**config.mk**
```make
export PLATFORM = sky130hd
export DESIGN_NAME = sprite_cmd_dispatch
export DESIGN_NICKNAME = d
export VERILOG_FILES = /design/src/rtl/sprite_cmd_dispatch.sv
export SDC_FILE = /design/constraint.sdc
export NUM_CORES = 2
export LEC_CHECK = 0
export CORE_ASPECT_RATIO = 1.4
export CORE_MARGIN = 4
export CORE_UTILIZATION = 55
export DETAILED_ROUTE_END_ITERATION = 16
export HOLD_SLACK_MARGIN = 0.15
export PLACE_DENSITY = 0.71
export SLEW_MARGIN = 20
export SYNTH_ARGS = -nofsm -noshare
export SYNTH_HDL_FRONTEND = slang
export SYNTH_SLANG_ARGS = --single-unit
export TNS_END_PERCENT = 20
```
**constraint.sdc**
```tcl
create_clock -name clk -period 4.8 [get_ports clk]
set_input_delay 0.96 -clock clk [delete_from_list [all_inputs] [get_ports clk]]
set_output_delay 0.96 -clock clk [all_outputs]
set_load 0.03 [all_outputs]
```
**src/rtl/sprite_cmd_dispatch.sv**
```systemverilog
// Bus-fed sprite command FIFO, drained to the sprite blocks during vertical blanking,
// with front/back buffer flip on swap commands. Optional drop counter: SPRITE_CMD_DROP_COUNT_EN.
module sprite_cmd_dispatch #(
  parameter int DEPTH    = 64,
  parameter int V_ACTIVE = 480
) (
  input  logic        clk,
  input  logic        reset,
  input  logic        chipselect,
  input  logic        write,
  input  logic        read,
  input  logic [1:0]  address,
  input  logic [31:0] writedata,
  output logic [31:0] readdata,
  input  logic [9:0]  hcount,
  input  logic [9:0]  vcount,
  output logic [31:0] cmd_out,
  output logic        cmd_valid
);
  localparam int         AW       = $clog2(DEPTH);
  localparam logic [8:0] LVL_FULL = 9'(DEPTH);
  localparam logic [9:0] VBLANK   = 10'(V_ACTIVE);

  localparam logic [1:0] ST_ACTIVE = 2'd0;
  localparam logic [1:0] ST_DRAIN  = 2'd1;
  localparam logic [1:0] ST_FLIP   = 2'd2;

  logic [31:0]   mem [DEPTH];
  logic [AW-1:0] wptr, rptr;
  logic [8:0]    level;
  logic [1:0]    state;
  logic          front, swap_pending;
  logic [15:0]   drop_cnt;
  logic [31:0]   head;
  logic          push, flush, full, empty, push_ok, pop, in_vblank, swap_next;
  logic          unused_ok;

  assign push      = chipselect & write & (address == 2'd0);
  assign flush     = chipselect & write & (address == 2'd3);
  assign full      = (level == LVL_FULL);
  assign empty     = (level == 9'd0);
  assign push_ok   = push & ~full & ~flush;
  assign pop       = (state == ST_DRAIN) & ~empty;
  assign in_vblank = (vcount >= VBLANK);
  assign head      = mem[rptr];
  // A swap popped on the last vblank cycle must still trigger this vblank's flip.
  assign swap_next = swap_pending | (pop & (head[20:17] == 4'hF));
  assign unused_ok = ^{hcount, head[13]};

  always_ff @(posedge clk) begin
    if (push_ok) mem[wptr] <= writedata;
  end

  always_ff @(posedge clk) begin
    if (reset) begin
      state        <= ST_ACTIVE;
      wptr         <= '0;
      rptr         <= '0;
      level        <= '0;
      front        <= 1'b0;
      swap_pending <= 1'b0;
      cmd_out      <= 32'h0;
      cmd_valid    <= 1'b0;
    end else begin
      // Dispatched words always target the back buffer.
      cmd_out   <= pop ? {head[31:14], ~front, head[12:0]} : 32'h0;
      cmd_valid <= pop;

      if (flush) begin
        wptr  <= '0;
        rptr  <= '0;
        level <= '0;
      end else begin
        if (push_ok) wptr <= wptr + 1'b1;
        if (pop)     rptr <= rptr + 1'b1;
        level <= level + 9'(push_ok) - 9'(pop);
      end

      case (state)
        ST_ACTIVE: if (in_vblank) state <= ST_DRAIN;
        ST_DRAIN: begin
          swap_pending <= swap_next;
          if (!in_vblank) state <= swap_next ? ST_FLIP : ST_ACTIVE;
        end
        ST_FLIP: begin
          front        <= ~front;
          swap_pending <= 1'b0;
          state        <= ST_ACTIVE;
        end
        default: state <= ST_ACTIVE;
      endcase
    end
  end

`ifdef SPRITE_CMD_DROP_COUNT_EN
  logic drop;
  assign drop = push & full;

  always_ff @(posedge clk) begin
    if (reset || flush)
      drop_cnt <= '0;
    else if (drop && drop_cnt != 16'hFFFF)
      drop_cnt <= drop_cnt + 16'd1;
  end
`else
  assign drop_cnt = 16'h0;
`endif

  always_ff @(posedge clk) begin
    if (reset) begin
      readdata <= 32'h0;
    end else if (chipselect && read) begin
      case (address)
        2'd1:    readdata <= {16'b0, level, 4'b0, front, full, empty};
        2'd2:    readdata <= {16'b0, drop_cnt};
        default: readdata <= 32'h0;
      endcase
    end else begin
      readdata <= 32'h0;
    end
  end
endmodule
```
==> metrics.csv <==
stage,metric,value,unit
placed_design,place_area,0.0827,mm²
finish,fin_nets,3577,
grt,grt_max_degree,99,
clocking,cts_sinks,2060,
placed_design,post-place-ws,203,ps
finish,filler_cell_count,9137,
worst_hold_path,min_path_type,register to register,
die,fp.dieW,327,µm
grt,antenna_found_initial,12,
synthesis,synth-edff-count,1984,
outcome,status,completed,
detailed_routing,firstDrtPassIters,5,
timing,worst_pin_slew,1040,ps
worst_setup_path,r2r_slack,780,ps
worst_setup_path,crit_chain,inv_1 -> ha_1 -> and4b_1 -> a2111oi_2 -> inv_1 -> ha_1 -> inv_1 -> ha_1 -> inv_1 -> fa_1 -> nand2b_1 -> a21oi_1 -> o21ai_0 -> a21oi_1 -> o21ai_0 -> a21oi_1 -> o21ai_0 -> a21oi_1,
synthesis,yosysSeqAreaShare,78.0,%
clocking,numCtsBuffers,180,
clocking,postCtsSetupBuffers,0,
detailed_routing,vias,36200,
detailed_routing,routed_via_density,6.52,
worst_setup_path,startpoint,level[2],
power_and_ir_drop,pwr-share-seq,52.5,%
grt,grt_first_pass_wirelength,272000,µm
die,die_h,454,µm
finish,design_area,0.0888,mm²
die,start_util,55.5,%
synthesis,syn_area_per_cell,24.3,µm²
timing,relSlewSlack,30.6,%
worst_setup_path,critPathMaxStageDelay,490,ps
timing,rsz0062_at_grt,no,
synthesis,synth-seq-cells,2060,
timing,finClkSkew,29.5,ps
power_and_ir_drop,power_frac_comb,9.0,%
power_and_ir_drop,leakagePower,26.7,nW
worst_setup_path,worst_setup_path_end_kind,register,
die,core_area,0.141,mm²
timing,period_needed,4020,ps
run,cap_viol_max_count,0,
timing,fmax,249,MHz
clocking,cts.path.max_buffers,3,
placed_design,place_congestion,0.825,
power_and_ir_drop,switchingPower,8.12,mW
timing,fin_tns_setup,0,ps
worst_setup_path,critPathSlowestCell,a2111oi_2,
synthesis,syn_area,0.0783,mm²
synthesis,yosys_warnings,0,
worst_setup_path,reg2reg_from,level[2],
worst_setup_path,r2r_cells,18,
finish,final_util,62.9,%
power_and_ir_drop,max-vdd-ir-drop,0.291,mV
clocking,cts_tree,done,
worst_setup_path,cp.required,5500,ps
timing,worst_slack,784,ps
die,rows,163,
timing,drv_slew,0,
clocking,clkLatencyLatePin,810,ps
detailed_routing,drt_iter0_markers,5028,
detailed_routing,drtAntennaViolNets,0,
die,boundaryPins,124,
worst_setup_path,cp_max_fo,4,
synthesis,async_reset_ff_share,0,%
finish,layout-drive-gt1-share,32.1,%
detailed_routing,wl_per_cell,34.0,µm
worst_setup_path,setup.worst_path.end,level[8],
finish,area_growth,13.4,%
synthesis,synthDistinctLibCells,53,
timing,setup_viol,0,
clocking,post_cts_resized,0,
power_and_ir_drop,switching_share,21.5,%
clocking,clkTransAtPathRegs,60,ps
worst_setup_path,startpoint_type,register,
placed_design,hpwl,111000,µm
worst_setup_path,r2r-end,level[8],
clocking,holdBufCountCts,0,
clocking,htreeDepth,4,
power_and_ir_drop,clkPwrFrac,38.5,%
die,dieArea,0.149,mm²
detailed_routing,wirelength,188000,µm
power_and_ir_drop,power_density,426,mW/mm²
grt,grt_usage,25.8,%
detailed_routing,drc,0,
timing,finalCritPeriodShare,83.7,%
timing,hold_viol_final,0,
grt,grt_pass1_vias,37400,
clocking,cts_root_buf,clkbuf_16,
grt,overflow,0,
synthesis,netlist_instances,3227,
placed_design,port_buffers,87,
worst_setup_path,cp.arrival,4720,ps
worst_setup_path,critPathKind,register to register,
synthesis,synth-main-ff-cell,edfxtp_1,
power_and_ir_drop,power.internal,29.7,mW
critical path, delay by kind of cell (launching register included):
family,cells,cell delay (ps)
DFF,1,350
buffers and inverters,4,350
and+or+nand+nor,2,400
adders and majority gates,4,1110
AOI/OAI and AO/OA,8,1730
placed cells by master (no fill, tap or decap), drive strengths merged, types with 9 or more instances in the layout:
cell | netlist | final
a211oi | 10 | 10
a21oi | 14 | 14
and2 | 41 | 41
buf | 121 | 201
bufinv | 0 | 21
clkbuf | 64 | 221
clkdlybuf4s50 | 0 | 56
clkinv | 2 | 74
conb | 1 | 20
dfxtp | 76 | 76
edfxtp | 1984 | 1984
ha | 17 | 17
inv | 19 | 25
mux2i | 16 | 16
mux4 | 627 | 627
nand2 | 26 | 26
nor2 | 95 | 95
nor2b | 9 | 9
o21ai | 10 | 10
xor2 | 9 | 9
worst min path at each step:
stage | startpoint | end | slack (ps) | depth (start not counted)
global route | front | cmd_out[13] | 510 | 1
floorplan | front | cmd_out[13] | 420 | 1
CTS | front | cmd_out[13] | 470 | 1
global placement | front | cmd_out[13] | 460 | 1
detailed placement | front | cmd_out[13] | 450 | 1
finish | front | cmd_out[13] | 460 | 1
Yosys cell counts, types with 5 or more instances:
master,count,area [µm²]
edfxtp_1,1984,59600
mux4_2,627,14100
nor2_1,95,357
dfxtp_1,76,1520
clkbuf_1,64,240
buf_2,46,230
and2_1,41,257
buf_4,38,285
buf_1,33,124
nand2_1,26,97.6
inv_1,19,71.3
ha_1,17,213
mux2i_1,16,160
a21oi_1,14,70.1
a211oi_1,10,75.1
o21ai_0,10,50.1
nor2b_1,9,56.3
xor2_1,9,78.8
o22ai_1,8,50.1
nand3_1,7,35.0
nand2b_1,6,37.5
nor3_1,6,30.0
xnor2_1,6,52.6
nor3b_1,5,37.5
power groups by stage:
stage               Clock, mW  Combinational, mW  Sequential, mW
global route             15.6               3.63            19.8
floorplan                   0               2.34            20.2
detailed placement          0               3.42            20.2
CTS                      14.8               3.44            19.8
finish                   14.6               3.39            19.8
global placement            0               3.34            20.2
cell type report:
class / count / area (µm²) / share of cell area, %
clock buffers: 221 / 4800 / 5.41
repair buffers: 257 / 2500 / 2.82
clock inverters: 106 / 1130 / 1.28
multi-input cells: 980 / 16700 / 18.9
well taps: 1897 / 2370 / 2.67
diodes: 5 / 12.5 / 0.0141
inverters: 21 / 78.8 / 0.0888
flip-flops and latches: 2060 / 61100 / 68.9
cells by family (layout without fill, tap and decap cells):
kind of cell / Yosys count / count (layout) / synth area share (%)
flip-flops: 2060 / 2060 / 78.0
multiplexers: 647 / 647 / 18.3
AND/OR/NAND/NOR: 215 / 215 / 1.34
buffers and inverters: 206 / 605 / 1.28
AO/OA/AOI/OAI: 65 / 65 / 0.563
adder cells (fa/ha/maj): 18 / 18 / 0.297
XOR/XNOR: 15 / 15 / 0.168
other: 1 / 25 / 0.00479
sequential cells by signal, indices dropped and copies added, names as in the netlist, named ones only:
register / count
mem: 1984
cmd_out: 32
readdata: 12
level: 9
rptr: 6
wptr: 6
state: 2
cmd_valid: 1
front: 1
swap_pending: 1
metal layers:
| metal | track usage (%) | part of all wire, % | wire length (µm) | vias to the layer above |
|---|---|---|---|---|
| li1 | - | - | - | 14300 |
| met1 | 33.8 | 35 | 66500 | 19500 |
| met2 | 44.3 | 52 | 98500 | 1988 |
| met3 | 4.56 | 8.3 | 15700 | 358 |
| met4 | 9.21 | 4.0 | 7580 | 12 |
| met5 | 0 | 0.041 | 77 | - |
through the flow:
| step | total power [mW] | cells | hold slack [ps] |
|---|---|---|---|
| 2_1_floorplan | 22.6 | 3246 | 422 |
| 3_3_place_gp | 23.6 | 5214 | 460 |
| 3_5_place_dp | 23.6 | 5214 | 449 |
| 4_1_cts | 38.0 | 5541 | 469 |
| 5_1_grt | 39.0 | 5542 | 509 |
| 6_report | 37.8 | 5547 | 465 |
No activity file was read; power rests on OpenSTA's default activity.
